--- config.mk ---
export PLATFORM = sky130hd
export DESIGN_NAME = bubble_ctrl
export DESIGN_NICKNAME = d
export VERILOG_FILES = /design/src/rtl/bubble_ctrl.sv
export SDC_FILE = /design/constraint.sdc
export NUM_CORES = 1
export LEC_CHECK = 0
export ABC_AREA = 1
export CAP_MARGIN = 20
export CORE_UTILIZATION = 40
export DETAILED_ROUTE_END_ITERATION = 6
export PLACE_DENSITY = 0.72
export SLEW_MARGIN = 30
export SYNTH_ARGS = -nofsm -noshare
export SYNTH_HDL_FRONTEND = slang
export SYNTH_SLANG_ARGS = --single-unit
--- constraint.sdc ---
create_clock -name clk -period 1.69 [get_ports clk]
set_input_delay 0.2535 -clock clk [delete_from_list [all_inputs] [get_ports clk]]
set_output_delay 0.2535 -clock clk [all_outputs]
set_load 0.05 [all_outputs]
--- src/rtl/bubble_ctrl.sv ---
// Fetch-stage bubble controller: turns load/branch hazard requests into PC and
// IF/ID enables, NOP injection and branch redirect, with stall statistics.
module bubble_ctrl #(
  parameter int BRANCH_WAIT_MAX = 4,
  parameter int CNT_WIDTH       = 16
) (
  input  logic                 clk,
  input  logic                 reset,
  input  logic                 load_bubble,
  input  logic                 branch_bubble,
  input  logic                 branch_resolved,
  input  logic                 branch_taken,
  input  logic [0:31]          branch_target,
  output logic                 pc_write_en,
  output logic                 ifid_write_en,
  output logic                 inject_nop,
  output logic                 pc_sel_target,
  output logic [0:31]          redirect_pc,
  output logic                 timeout_err,
  output logic [CNT_WIDTH-1:0] load_stall_count,
  output logic [CNT_WIDTH-1:0] branch_stall_count
);

  localparam int WAIT_W = (BRANCH_WAIT_MAX > 1) ? $clog2(BRANCH_WAIT_MAX) : 1;
  localparam logic [WAIT_W-1:0] WAIT_LAST = WAIT_W'(BRANCH_WAIT_MAX - 1);

  typedef enum logic [1:0] {RUN, LOAD_STALL, BRANCH_WAIT, REDIRECT} state_t;

  state_t            state;
  logic [WAIT_W-1:0] wait_cnt;
  logic              wait_expired;

  assign wait_expired = (wait_cnt == WAIT_LAST);

  // Mealy control outputs so a stall lands in the same cycle the hazard is raised.
  always_comb begin
    pc_write_en   = 1'b1;
    ifid_write_en = 1'b1;
    inject_nop    = 1'b0;
    pc_sel_target = 1'b0;
    if (reset) begin
      pc_write_en   = 1'b0;
      ifid_write_en = 1'b0;
      inject_nop    = 1'b1;
    end else begin
      case (state)
        RUN: begin
          if (branch_bubble || load_bubble) begin
            pc_write_en   = 1'b0;
            ifid_write_en = 1'b0;
            inject_nop    = 1'b1;
          end
        end
        LOAD_STALL: begin
          if (branch_bubble) begin
            pc_write_en   = 1'b0;
            ifid_write_en = 1'b0;
            inject_nop    = 1'b1;
          end
        end
        BRANCH_WAIT: begin
          if ((branch_resolved && branch_taken) ||
              (!branch_resolved && !wait_expired)) begin
            pc_write_en   = 1'b0;
            ifid_write_en = 1'b0;
            inject_nop    = 1'b1;
          end
        end
        REDIRECT: begin
          pc_sel_target = 1'b1;
          inject_nop    = 1'b1;
        end
        default: ;
      endcase
    end
  end

  always_ff @(posedge clk) begin
    if (reset) begin
      state              <= RUN;
      wait_cnt           <= '0;
      redirect_pc        <= '0;
      timeout_err        <= 1'b0;
      load_stall_count   <= '0;
      branch_stall_count <= '0;
    end else begin
      case (state)
        RUN, LOAD_STALL: begin
          if (branch_bubble) begin
            if (branch_stall_count != '1)
              branch_stall_count <= branch_stall_count + CNT_WIDTH'(1);
            wait_cnt <= '0;
            state    <= BRANCH_WAIT;
          end else if (load_bubble && state == RUN) begin
            if (load_stall_count != '1)
              load_stall_count <= load_stall_count + CNT_WIDTH'(1);
            state <= LOAD_STALL;
          end else begin
            state <= RUN;
          end
        end
        BRANCH_WAIT: begin
          // A resolve always beats the timeout, even on the last wait cycle.
          if (branch_resolved) begin
            if (branch_taken) begin
              redirect_pc <= branch_target;
              state       <= REDIRECT;
            end else begin
              state <= RUN;
            end
          end else if (wait_expired) begin
            timeout_err <= 1'b1;
            state       <= RUN;
          end else begin
            wait_cnt <= wait_cnt + WAIT_W'(1);
          end
        end
        REDIRECT: state <= RUN;
        default:  state <= RUN;
      endcase
    end
  end

endmodule

==> results of run 1 <==
[power groups by stage]
stage	logic [mW]	clock network (mW)	registers (mW)
3_3_place_gp	0.584	0	1.74
3_5_place_dp	0.592	0	1.74
4_1_cts	0.599	1.84	1.71
5_1_grt	0.649	1.91	1.72
6_report	0.602	1.81	1.71
2_1_floorplan	0.203	0	1.89
[layer usage]
metal	part of all wire, %	wire length [µm]	GRT usage, %
met5	0	0	0
met1	46	3980	25.8
met3	7.0	608	5.91
met4	1.1	100	8.21
met2	46	4050	34.6
[state kept, by name, indices dropped and copies added (netlist names)]
| register | count |
|---|---|
| branch_stall_count | 16 |
| wait_cnt | 2 |
| redirect_pc | 32 |
| state | 2 |
| timeout_err | 1 |
| load_stall_count | 16 |
[placed cells by master, fill, tap and decap left out, types with 7 or more instances in the layout]
| master | count |
|---|---|
| buf_4 | 97 |
| nand2_1 | 110 |
| nand3_1 | 26 |
| dfxtp_1 | 56 |
| xor2_1 | 7 |
| clkbuf_8 | 10 |
| inv_1 | 35 |
| nor2_1 | 117 |
| nand4_1 | 8 |
| dfxtp_2 | 11 |
| o21ai_0 | 37 |
| clkdlybuf4s50_1 | 37 |
| a21oi_1 | 19 |
[cell type report]
cell class,count,area [µm²],area share (%)
clock buffers,10,138,2.79
clock inverters,6,134,2.71
inverters,39,146,2.96
multi-input cells,367,1770,35.8
flip-flops and latches,69,1400,28.4
well taps,105,131,2.66
repair buffers,140,1220,24.7
[what timing repair did]
item	in CTS	in global routing
endpoints found under the setup margin	3	16
resized for setup	5	5
pin swaps	4	2
setup buffers	2	5
[worst paths after layout]
path | slack, ns | cells after the start | endpoint
setup / recovery | -0.21 | 6 | pc_write_en
hold / removal | 0.49 | 2 | timeout_err
setup reg to reg | 0.13 | 9 | branch_stall_count[0]
hold reg to reg | 0.49 | 2 | timeout_err
[cell families after synthesis]
group	count (synthesis)
simple gates	284
flops	69
compound gates	68
buf+inv	57
xor+xnor	12
fa+ha+maj	3
[stage by stage]
step           utilization, %  worst slack [ns]  hold slack [ns]  std cells
6_report                 60.4            -0.205            0.485        736
5_1_grt                  60.4            -0.250            0.496        736
4_1_cts                  59.7            -0.218            0.476        731
3_5_place_dp             56.0            -0.114            0.470        713
3_3_place_gp             56.0           -0.0726            0.451        713
2_1_floorplan               -           -0.0147            0.388        493
[worst reg2reg max path, delay by kind of cell, from the launching register on]
family / cells / cell delay, ns
adder cells (fa/ha/maj): 1 / 0.18
buffers and inverters: 2 / 0.22
flip-flops: 1 / 0.39
AND/OR/NAND/NOR: 6 / 0.67
==> results.toml, run 1 <==
[clocking]
clk_latency_ns = 0.34
cts_root_buf = "clkbuf_8"
cts_hold_buf = 0
cts_max_path_buffers = 2
htreeDepth = 3
cts_num_sinks = 69
clk_pin_slew_ns = 0.08
cts_tree = "built"
cts_buffers = 9

[critical_path]
start_kind = "register"
critPathMaxStageDelay_ns = 0.36
cp_cell_sequence = "ha_4 -> nor2_4 -> nand3b_1 -> buf_4 -> a21oi_4 -> buf_12"
critPathKind = "reg2out"
crit_start = "wait_cnt[1]"
arrival_ns = 1.64
crit_path_top_delay_cell = "dfxtp_2"
end_kind = "output pin"
cp.required_ns = 1.44
r2r_start = "branch_stall_count[0]"
cp_top_family = "flip-flops"
crit_fanout = 2
worst-path-buf-inv = 2

[yosys]
async_reset_ff_share_pct = 0
muxShareOfSynthArea_pct = 0
netlist_top_cells_count = "119 x nor2_1, 111 x nand2_1, 69 x dfxtp_1"
synth_edf_count = 0
syn-cell-area_um2 = 3370
synth.area.top_cells = "dfxtp_1 41%, nor2_1 13%, nand2_1 12%"
yosysTopAreaCell = "dfxtp_1"
yosysSeqAreaShare_pct = 40.9
synth_xor_area_share_pct = 3.12
synth-simple-area-share_pct = 35.7
synth-adder-area-share_pct = 1.11
yosysWarnings = 0
postSynthCellCount = 493
ys.flop_type = "dfxtp_1"
ys_ff_latch = 69
syn_area_per_cell_um2 = 6.84
synth_most_common_cell = "nor2_1"
synth_top_family_by_area = "simple AND/OR/NAND/NOR gates"
yosysTopAreaCellShare_pct = 40.9
ys_types = 29
synth_compound_area_share_pct = 10.9
synth_nets = 534

[floorplan]
design.core.area_um2 = 8180
die_h_um = 93.8
rows = 33
initial_core_util_pct = 41.3
io_pins = 107
dieArea_um2 = 8800
floorplan.die.width_um = 93.8

[grt]
grt_usage_pct = 21.0
grt_pass1_wl_um = 14600
grt_pass1_vias = 3280
overflow = 0
antenna_found_initial = 0
grt_max_degree = 45

[placement]
postPlaceCellArea_um2 = 4580
port_buffers = 106
dp.final_hpwl_um = 6300
gp_congestion = 0.864

[power]
finalPower_mw = 4.12
powerDensity_nw_per_um2 = 834
irDropWorstVdd_mv = 0.400
pwr-share-clk_pct = 43.9
internal_power_mw = 3.09
p_leak_nw = 2.16
seq_power_share_pct = 41.5
net-switching-power_mw = 1.03
p_sw_share_pct = 25.0
comb_power_share_pct = 14.6

[detailed_routing]
ant_nets = 0
routed_via_density = 4.79
drc = 0
first_iter_violations = 160
firstDrtPassIters = 4
routed_wl_um = 8740
wl_per_cell_um = 11.9
num_vias = 3527

[sta]
drv_slew = 0
fmax_mhz = 528
setup_ws_ns = -0.205
worst_pin_slew_ns = 0.565
max_slew_margin_pct = 62.3
period_share_pct = 112
tns_ns = -0.503
min_period_ns = 1.90
setup_violations = 3
rsz0062_at_grt = "true"
finalHoldViolCount = 0
skew_ns = 0.00945

[outcome]
violations = "setup timing"
outcome = "finished, violations left"

[layout]
nNetsFinal = 667
num_antenna_cells = 0
fillers = 754
design_area_um2 = 4940
area_growth_pct = 46.4
drive_above_1_share_pct = 26.0

[job]
cap_violations = 0

[worst_hold_path]
hold_class = "reg2reg"
min_from = "timeout_err"
No activity file was read; power rests on OpenSTA's default activity.
==> run 2: changes to the inputs <==
- ABC_CLOCK_PERIOD_IN_PS: not set -> 1690
- CTS_CLUSTER_SIZE: not set -> 25
==> results of run 2 <==
Same layout as run 1: the final DEF is identical, and so are final timing and power.
==> RTL change (settings of run 2) <==
Register the output `redirect_pc` once more, with the module's reset; this adds one clock of latency there. The other outputs are not delayed to match.
--- a/src/rtl/bubble_ctrl.sv
+++ b/src/rtl/bubble_ctrl.sv
@@ -26,4 +26,6 @@
 
   typedef enum logic [1:0] {RUN, LOAD_STALL, BRANCH_WAIT, REDIRECT} state_t;
+
+  logic [0:31] redirect_pc_s0;
 
   state_t            state;
@@ -80,5 +82,5 @@
       state              <= RUN;
       wait_cnt           <= '0;
-      redirect_pc        <= '0;
+      redirect_pc_s0     <= '0;
       timeout_err        <= 1'b0;
       load_stall_count   <= '0;
@@ -104,5 +106,5 @@
           if (branch_resolved) begin
             if (branch_taken) begin
-              redirect_pc <= branch_target;
+              redirect_pc_s0 <= branch_target;
               state       <= REDIRECT;
             end else begin
@@ -122,4 +124,12 @@
   end
 
+  always_ff @(posedge clk) begin
+    if (reset) begin
+      redirect_pc <= '0;
+    end else begin
+      redirect_pc <= redirect_pc_s0;
+    end
+  end
+
 endmodule
 
Check against the original RTL: not equivalent (Yosys sat finds a counterexample within 4 cycles, from zero or initial values and one cycle with reset high).
==> RTL change against run 2 <==
The run still ends with setup timing left. Total power up 13%. Non-clock buffer count is 8 lower. Count of clock-buffer cells in the layout decreased by 1. Sequential cell count rose by 32. Final area up 11%. Combinational power fell by 6.1%. Routed wire length rose by 4.1%. Area after synthesis increased by 19%. Setup slack better by 0.051 ns. Largest cell class is now sequential cells. Core utilization fell by 4.2 points. Critical endpoint unchanged. Maximum frequency grew 2.8%. Sequential power increased by 45%.
==> RTL change: results (changes against run 2) <==
| Metric | Value |
|---|---|
| Setup slack after layout | `-0.1539 ns (+0.05142 ns)` |
| Ratio of cells with drive above 1 in the final layout | `23.28% (-2.7 points)` |
| Half-perimeter wire length after placement | `6.571 mm (+4.2%)` |
| Initial drt markers | `67 (-58%)` |
| Setup crit start | `wait_cnt[0]` |
| GRT Util Overall | `18.10% (-2.9 points)` |
| NumNets Final | `689 (+3.3%)` |
| FF-to-FF Start | `load_stall_count[1]` |
| Largest registers | `redirect_pc x32, redirect_pc_s0 x32` |
| Failing checks | `setup timing` |
| # setup viols final | `3 (unchanged)` |
| Vias per cell | `4.650 (-3.0%)` |
| Post-synthesis sequential area ratio | `50.41% (+9.5 points)` |
| Worst skew pair latency | `0.36 ns (+0.02 ns)` |
| Number of distinct library cells after synthesis | `30 (+3.4%)` |
| GP Congestion | `0.7963 (-7.8%)` |
| Post-Syn Nets | `569 (+6.6%)` |
| Actual slew at the worst max-slew pin | `0.4898 ns (-0.07496 ns)` |
| Clock transition at path regs | `0.10 ns (+0.02 ns)` |
| Reg-to-Reg End | `load_stall_count[13]` |
| VDD IR-drop max | `0.0004646 V (+16%)` |
| Outcome | `complete, but fails checks` |
| Final Skew | `0.008671 ns (-0.0007775 ns)` |
| Leak pwr | `2.243 nW (+3.8%)` |
| Final wirelength | `9.095 mm (+4.1%)` |
==> RTL change: cell count changes after synthesis, moves of 3 or more <==
| cell | run 2 | this run |
|---|---|---|
| a21oi_1 | 20 | 54 |
| a21oi_2 | 5 | 10 |
| buf_2 | 2 | 5 |
| buf_4 | 4 | 1 |
| dfxtp_1 | 69 | 101 |
| inv_1 | 35 | 56 |
| nand2_1 | 111 | 91 |
| nand2_2 | 5 | 8 |
| nand4_1 | 8 | 4 |
| nor2_1 | 119 | 86 |
| nor2_4 | 4 | 1 |
| xor2_1 | 7 | 3 |
==> RTL change: through the flow <==
stage / hold WS [ns] / setup slack, ns / utilization [%] / area, um^2 / cells
after floorplan: 0.4101 / -0.1206 / - / 4025 / 528
after global placement: 0.4154 / -0.04599 / 53.18 / 5174 / 763
after detailed placement: 0.4215 / -0.06132 / 53.18 / 5174 / 763
after CTS: 0.2128 / -0.1979 / 55.83 / 5431 / 782
after global routing: 0.2255 / -0.2399 / 56.21 / 5469 / 786
final: 0.2264 / -0.1539 / 56.21 / 5469 / 786
==> RTL change: cell families (layout without fill, tap and decap cells) <==
family / Yosys count / in the layout / share of synthesized area (%)
AO/OA/AOI/OAI: 105 / 105 / 14.19
flip-flops: 101 / 101 / 50.41
buffers and inverters: 83 / 208 / 9.014
AND/OR/NAND/NOR: 230 / 230 / 24.14
adder cells (fa/ha/maj): 3 / 3 / 0.9358
XOR/XNOR: 6 / 6 / 1.310
==> RTL change: what timing repair did <==
action                                  in CTS  in global routing
resized for setup                           10                  4
pin swaps                                    4                  2
buffers inserted                             3                  4
endpoints found under the setup margin       5                  6
hold buffers                                 0                  0
==> RTL change: report_power, final <==
group	internal (mW)	switching, mW
logic	0.235	0.330
clock network	0.721	0.894
registers	2.45	0.0322
==> RTL change: worst min path at each step <==
stage	depth (start not counted)	from	slack, ns	to
6_report	2	reset	0.23	load_stall_count[12]
5_1_grt	2	reset	0.23	load_stall_count[12]
4_1_cts	2	reset	0.21	load_stall_count[12]
3_5_place_dp	2	redirect_pc_s0[3]	0.42	redirect_pc[3]
3_3_place_gp	2	redirect_pc_s0[5]	0.42	redirect_pc[5]
2_1_floorplan	2	redirect_pc_s0[0]	0.41	redirect_pc[0]
==> RTL change: per-layer routing <==
layer  routed length [um]  global-route usage, %
met4                   83                  5.604
met1                 4207                  22.66
met5                    0                      0
met3                  593                  5.951
met2                 4210                  29.53
==> RTL change: cell type report <==
type	count	area, um^2
fillers	918	4260
multi-input cells	344	1664
flip-flops and latches	101	2033
inverters	60	225.2
repair buffers	132	1169
clock buffers	9	123.9
well taps	133	166.4
clock inverters	7	87.58
